**config.mk**
```make
export PLATFORM = sky130hd
export DESIGN_NAME = axi_lite_reg_bank
export DESIGN_NICKNAME = d
export VERILOG_FILES = /design/src/rtl/axi_lite_reg_bank.sv
export SDC_FILE = /design/constraint.sdc
export NUM_CORES = 2
export LEC_CHECK = 0
export ABC_AREA = 1
export CAP_MARGIN = 15
export CORE_AREA = 2 2 435 437
export CTS_BUF_LIST = sky130_fd_sc_hd__clkbuf_4 sky130_fd_sc_hd__clkbuf_8
export CTS_CLUSTER_SIZE = 16
export DETAILED_ROUTE_END_ITERATION = 6
export DIE_AREA = 0 0 437 439
export MAX_ROUTING_LAYER = met4
export SETUP_SLACK_MARGIN = 0.15
export SLEW_MARGIN = 15
export SYNTH_ARGS = -nofsm -noshare
export SYNTH_HDL_FRONTEND = slang
export SYNTH_SLANG_ARGS = --single-unit
export TNS_END_PERCENT = 50
```
**constraint.sdc**
```tcl
create_clock -name clk -period 2.29 [get_ports clk]
set_input_delay 0.229 -clock clk [delete_from_list [all_inputs] [get_ports clk]]
set_output_delay 0.229 -clock clk [all_outputs]
set_load 0.02 [all_outputs]
```
**src/rtl/axi_lite_reg_bank.sv**
```systemverilog
`default_nettype none
// ============================================================================
//  Module   : axi_lite_reg_bank
//  Purpose  : AXI-Lite style register bank with DEPTH registers of
//             DATA_WIDTH bits each. The write address and write data
//             channels are accepted independently, in either order, and
//             held until the write commits. Reads return data one cycle
//             after the address handshake. Addresses >= DEPTH report an
//             error response and leave the registers untouched.
//  Macro    : AXI_LITE_STRB_EN - adds the wstrb byte-strobe port. Only
//             bytes whose strobe bit is set are written.
//  Ports    : clk, rst         - clock, synchronous active-high reset
//             waddr/wavalid/waready            - write address channel
//             wdata/[wstrb]/wvalid/wready      - write data channel
//             wresp/bvalid/bready              - write response channel
//             raddr/arvalid/arready            - read address channel
//             rdata/rresp/rvalid/rready        - read data channel
//             regs_o           - all registers, register i at
//                                [i*DATA_WIDTH +: DATA_WIDTH]
//  Revision : 1.0 - initial release
// ============================================================================
module axi_lite_reg_bank #(
    parameter int   DEPTH      = 32,
    parameter int   DATA_WIDTH = 32,
    localparam int  ADDR_WIDTH = $clog2(DEPTH)
) (
    input  logic                        clk,
    input  logic                        rst,
    input  logic [ADDR_WIDTH-1:0]       waddr,
    input  logic                        wavalid,
    output logic                        waready,
    input  logic [DATA_WIDTH-1:0]       wdata,
`ifdef AXI_LITE_STRB_EN
    input  logic [DATA_WIDTH/8-1:0]     wstrb,
`endif
    input  logic                        wvalid,
    output logic                        wready,
    output logic                        wresp,
    output logic                        bvalid,
    input  logic                        bready,
    input  logic [ADDR_WIDTH-1:0]       raddr,
    input  logic                        arvalid,
    output logic                        arready,
    output logic [DATA_WIDTH-1:0]       rdata,
    output logic                        rresp,
    output logic                        rvalid,
    input  logic                        rready,
    output logic [DEPTH*DATA_WIDTH-1:0] regs_o
);

    // DEPTH always fits in ADDR_WIDTH+1 bits, so range checks use one
    // extra bit instead of a full 32-bit compare.
    localparam logic [ADDR_WIDTH:0] c_DEPTH  = DEPTH[ADDR_WIDTH:0];
    localparam logic                c_R_IDLE = 1'b0;
    localparam logic                c_R_DATA = 1'b1;

    logic [DEPTH-1:0][DATA_WIDTH-1:0] r_regs;

    // ------------------------------------------------------------------
    // Write path
    // ------------------------------------------------------------------
    logic                  r_aw_held;
    logic                  r_w_held;
    logic [ADDR_WIDTH-1:0] r_awaddr;
    logic [DATA_WIDTH-1:0] r_wdata;
    logic                  r_bvalid;
    logic                  r_wresp;

    logic                  w_aw_hs;
    logic                  w_w_hs;
    logic                  w_commit;
    logic                  w_wr_inrange;
    logic [ADDR_WIDTH-1:0] w_eff_addr;
    logic [DATA_WIDTH-1:0] w_eff_data;
    logic [DATA_WIDTH-1:0] w_wmask;

    assign waready = !r_aw_held && !r_bvalid;
    assign wready  = !r_w_held  && !r_bvalid;
    assign bvalid  = r_bvalid;
    assign wresp   = r_wresp;

    assign w_aw_hs = wavalid && waready;
    assign w_w_hs  = wvalid  && wready;

    // Held flags stay set while the response is pending, so the commit
    // must be gated by !r_bvalid to fire exactly once per write.
    assign w_commit   = (r_aw_held || w_aw_hs) && (r_w_held || w_w_hs) && !r_bvalid;
    assign w_eff_addr = r_aw_held ? r_awaddr : waddr;
    assign w_eff_data = r_w_held  ? r_wdata  : wdata;
    assign w_wr_inrange = ({1'b0, w_eff_addr} < c_DEPTH);

`ifdef AXI_LITE_STRB_EN
    logic [DATA_WIDTH/8-1:0] r_wstrb;
    logic [DATA_WIDTH/8-1:0] w_eff_strb;

    assign w_eff_strb = r_w_held ? r_wstrb : wstrb;

    for (genvar k = 0; k < DATA_WIDTH/8; k++) begin : g_strb
        assign w_wmask[k*8 +: 8] = {8{w_eff_strb[k]}};
    end

    always_ff @(posedge clk) begin
        if (rst) begin
            r_wstrb <= '0;
        end else if (w_w_hs && !w_commit) begin
            r_wstrb <= wstrb;
        end
    end
`else
    assign w_wmask = '1;
`endif

    always_ff @(posedge clk) begin
        if (rst) begin
            r_aw_held <= 1'b0;
            r_w_held  <= 1'b0;
            r_awaddr  <= '0;
            r_wdata   <= '0;
            r_bvalid  <= 1'b0;
            r_wresp   <= 1'b0;
        end else if (r_bvalid && bready) begin
            r_bvalid  <= 1'b0;
            r_aw_held <= 1'b0;
            r_w_held  <= 1'b0;
        end else if (w_commit) begin
            // Keep both channels blocked until the response is taken.
            r_bvalid  <= 1'b1;
            r_wresp   <= !w_wr_inrange;
            r_aw_held <= 1'b1;
            r_w_held  <= 1'b1;
        end else begin
            if (w_aw_hs) begin
                r_aw_held <= 1'b1;
                r_awaddr  <= waddr;
            end
            if (w_w_hs) begin
                r_w_held <= 1'b1;
                r_wdata  <= wdata;
            end
        end
    end

    // An out-of-range address matches no index, so nothing is written.
    always_ff @(posedge clk) begin
        if (rst) begin
            r_regs <= '0;
        end else if (w_commit) begin
            for (int i = 0; i < DEPTH; i++) begin
                if (w_eff_addr == ADDR_WIDTH'(i)) begin
                    r_regs[i] <= (r_regs[i] & ~w_wmask) | (w_eff_data & w_wmask);
                end
            end
        end
    end

    assign regs_o = r_regs;

    // ------------------------------------------------------------------
    // Read path
    // ------------------------------------------------------------------
    logic                  r_rstate;
    logic                  w_rstate_nxt;
    logic [DATA_WIDTH-1:0] r_rdata;
    logic                  r_rresp;
    logic [DATA_WIDTH-1:0] w_rd_word;
    logic                  w_rd_inrange;
    logic                  w_ar_hs;

    assign arready = (r_rstate == c_R_IDLE);
    assign rvalid  = (r_rstate == c_R_DATA);
    assign rdata   = r_rdata;
    assign rresp   = r_rresp;
    assign w_ar_hs = arvalid && arready;
    assign w_rd_inrange = ({1'b0, raddr} < c_DEPTH);

    // Sampled from the current register contents, so a read on the same
    // edge as a write commit returns the pre-write value.
    always_comb begin
        w_rd_word = '0;
        for (int i = 0; i < DEPTH; i++) begin
            if (raddr == ADDR_WIDTH'(i)) begin
                w_rd_word = r_regs[i];
            end
        end
    end

    always_comb begin
        w_rstate_nxt = r_rstate;
        case (r_rstate)
            c_R_IDLE: if (arvalid) w_rstate_nxt = c_R_DATA;
            c_R_DATA: if (rready)  w_rstate_nxt = c_R_IDLE;
            default:               w_rstate_nxt = c_R_IDLE;
        endcase
    end

    always_ff @(posedge clk) begin
        if (rst) begin
            r_rstate <= c_R_IDLE;
        end else begin
            r_rstate <= w_rstate_nxt;
        end
    end

    always_ff @(posedge clk) begin
        if (rst) begin
            r_rdata <= '0;
            r_rresp <= 1'b0;
        end else if (w_ar_hs) begin
            r_rdata <= w_rd_word;
            r_rresp <= !w_rd_inrange;
        end
    end

endmodule
`default_nettype wire

```
==> impl_metrics.env <==
export IMPL_status="complete, but fails checks"
export IMPL_violations="DRC, setup timing"
export IMPL_setup_viol=1308
export IMPL_io_pin_count=1112
export IMPL_hold_path_class="input pin to flop"
export IMPL_whs_ps=162
export IMPL_row_count=159
export IMPL_r2r_start="regs_o[79]$_SDFFE_PP0P_"
export IMPL_path_class="flop to flop"
export IMPL_cp_max_fo=2
export IMPL_critical_path_top_delay_family="simple AND/OR/NAND/NOR gates"
export IMPL_tritoncts="yes"
export IMPL_critPathRequiredTime_ps=3160
export IMPL_vias=61700
export IMPL_syn_inst=6861
export IMPL_crit_cells=19
export IMPL_ctsLongestPathBuffers=3
export IMPL_gp_congestion=1.05
export IMPL_routed_wl_um=351000
export IMPL_core_mm2=0.187
export IMPL_holdPathStages=3
export IMPL_power_density_mw_per_mm2=658
export IMPL_place_ws_ps=-2690
export IMPL_ir_drop_mv=0.586
export IMPL_post_route_period_util_pct=160
export IMPL_grt_pass1_wl_um=464000
export IMPL_reg2regPathDepth=19
export IMPL_synth_warnings=0
export IMPL_avgSynthCellArea_um2=6.87
export IMPL_ys_types=27
export IMPL_htreeDepth=4
export IMPL_hold_viol_final=0
export IMPL_tightest_slew_ps=1200
export IMPL_fin_skew_ps=58.4
export IMPL_cp_common_cell="nand4_1"
export IMPL_drc=15
export IMPL_viasPerCell=5.34
export IMPL_start_util_pct=25.2
export IMPL_clkTransAtPathRegs_ps=70
export IMPL_area_growth_pct=71.6
export IMPL_insertion_delay_ps=1030
export IMPL_drt_iter0_markers=8401
export IMPL_synth_seq_cells=1097
export IMPL_rsz0062_at_grt="yes"
export IMPL_cp_num_buf_inv=1
export IMPL_mostFrequentLayoutCells="nand2_1 (1321), dfxtp_1 (970), a21oi_1 (947)"
export IMPL_async_reset_ff_share_pct=0
export IMPL_die_y_um=439
export IMPL_io_buffers=1109
export IMPL_cts_sinks=1097
export IMPL_nFillCells=18800
export IMPL_numCtsBuffers=197
export IMPL_leakage_nw=30.1
export IMPL_cp_arrival_ps=4530
export IMPL_fmax_mhz=273
export IMPL_synth_flop_cell="dfxtp_1"
export IMPL_cp_end_kind="flop"
export IMPL_synth_edf_count=0
export IMPL_slowest_delay_ps=380
export IMPL_startpoint_type="flop"
export IMPL_grt_ovfl_total=0
export IMPL_drive_gt1_share_pct=28.9
export IMPL_layout_commonest_cell="nand2_1"
export IMPL_grt_antenna_before_repair=38
export IMPL_maxSlewViolCount=0
export IMPL_grt_pass1_vias=56400
export IMPL_cp_slowest_cell="dfxtp_4"
export IMPL_period_needed_ps=3660
export IMPL_die_x_um=437
export IMPL_crit_chain="nand4_1 > nand3_2 > nor2_2 > nand4_1 > nor2_1 > buf_4 > nand4_1 > nor2_2 > nand4_1 > nor2_1 > nand4_1 > nand2_1 > nand4_1 > nor2_2 > nand4_1 > nor2_1 > nand4_1 > nand2_1 > a21oi_1"
export IMPL_grt_max_degree=149
export IMPL_min_from="rst"
export IMPL_final_antenna_net_count=0
export IMPL_root_buffer="clkbuf_8"
export IMPL_final_nets=8950
export IMPL_wl_per_cell_um=30.4
export IMPL_dp_hpwl_um=256000
export IMPL_relSlewSlack_pct=20.3
export IMPL_dieArea_mm2=0.192
export IMPL_maxCapViolations=0
export IMPL_finalWorstSetupSlack_ps=-1370
export IMPL_grtUsageTotal_pct=35.2
export IMPL_dr_pass1_iters=7
export IMPL_ys_seq_area_share_pct=46.6
export IMPL_critical_path_startpoint="regs_o[79]$_SDFFE_PP0P_"
export IMPL_p_total_w=0.0532
export IMPL_netlist_area_mm2=0.0471
area by class of cell:
cell class / count / area, um2 / area share (%)
Antenna cell: 31 / 77.6 / 0.0959
Sequential cell: 1097 / 22200 / 27.4
Clock inverter: 38 / 454 / 0.562
Multi-Input combinational cell: 4634 / 23700 / 29.3
Tap cell: 2495 / 3120 / 3.86
Timing Repair Buffer: 2429 / 25500 / 31.6
Clock buffer: 300 / 3700 / 4.58
Inverter: 542 / 2100 / 2.60
report_power, final:
| part | switching, W | internal (W) | total (W) |
|---|---|---|---|
| Sequential | 0.000434 | 0.0196 | 0.0200 |
| Clock | 0.00928 | 0.0110 | 0.0203 |
| Combinational | 0.00846 | 0.00444 | 0.0129 |
worst reg2reg max path: cells and delay by family, from the launching register on:
kind,cells,cell delay [ps]
AND/OR/NAND/NOR,17,2960
buffers and inverters,1,140
AO/OA/AOI/OAI,1,50
flip-flops,1,380
synth_stat cells (7+ instances only):
library cell	instances	area share, %
clkbuf_1	499	4.0
nor3_1	13	0.14
nand4_1	220	2.9
buf_2	69	0.73
clkinv_1	9	0.072
o21ai_0	655	7.0
nand2_1	1459	12
dfxtp_1	1097	47
buf_1	15	0.12
a21oi_1	1025	11
nand3_1	522	5.5
nor2_1	715	5.7
inv_1	528	4.2
nor2_2	7	0.093
logic make-up (layout without fill, tap and decap cells):
group | after synthesis | in the layout | synth area share, %
DFF | 1097 | 1097 | 46.6
other | 1 | 33 | 0.00796
buffers and inverters | 1131 | 3309 | 9.25
AOI/OAI and AO/OA | 1686 | 1686 | 17.9
and+or+nand+nor | 2946 | 2946 | 26.2
timing repair:
| item | 4_1_cts | 5_1_grt |
|---|---|---|
| setup buffers | 43 | 40 |
| hold buffers | 40 | 0 |
| endpoints found under the setup margin | 2111 | 1858 |
| gates cloned | 37 | 37 |
| pin swaps | 333 | 334 |
| hold endpoints to repair | 520 | 0 |
| resized for setup | 1506 | 410 |
layer usage:
layer	vias to the layer above	wire [um]	GRT usage (%)
li1	26700	-	-
met1	29800	136000	43.4
met4	0	30200	24.9
met2	4258	148000	50.0
met5	-	0	-
met3	1074	37400	8.72
stage by stage:
step	TNS, ps	util (%)	instance area (um2)	instances
2_1_floorplan	0	-	47200	6862
5_1_grt	-252520	43.2	80900	11600
3_5_place_dp	-352350	37.6	70400	11000
4_1_cts	-128080	41.9	78400	11500
6_report	-113700	43.2	80900	11600
3_3_place_gp	-307640	37.6	70400	11000
worst paths after layout:
path / end / slack, ps
min: regs_o[487]$_SDFFE_PP0P_ / 160
min reg2reg: r_awaddr[4]$_SDFFE_PP0P_ / 460
max: rdata[15]$_SDFFE_PP0P_ / -1370
max reg2reg: rdata[15]$_SDFFE_PP0P_ / -1370
state kept, by name (all words and copies together) (netlist names):
signal     count
r_wdata       32
bvalid         1
r_awaddr       5
regs_o      1024
rdata         32
r_w_held       1
r_aw_held      1
rvalid         1
No activity file was read; power rests on OpenSTA's default activity.
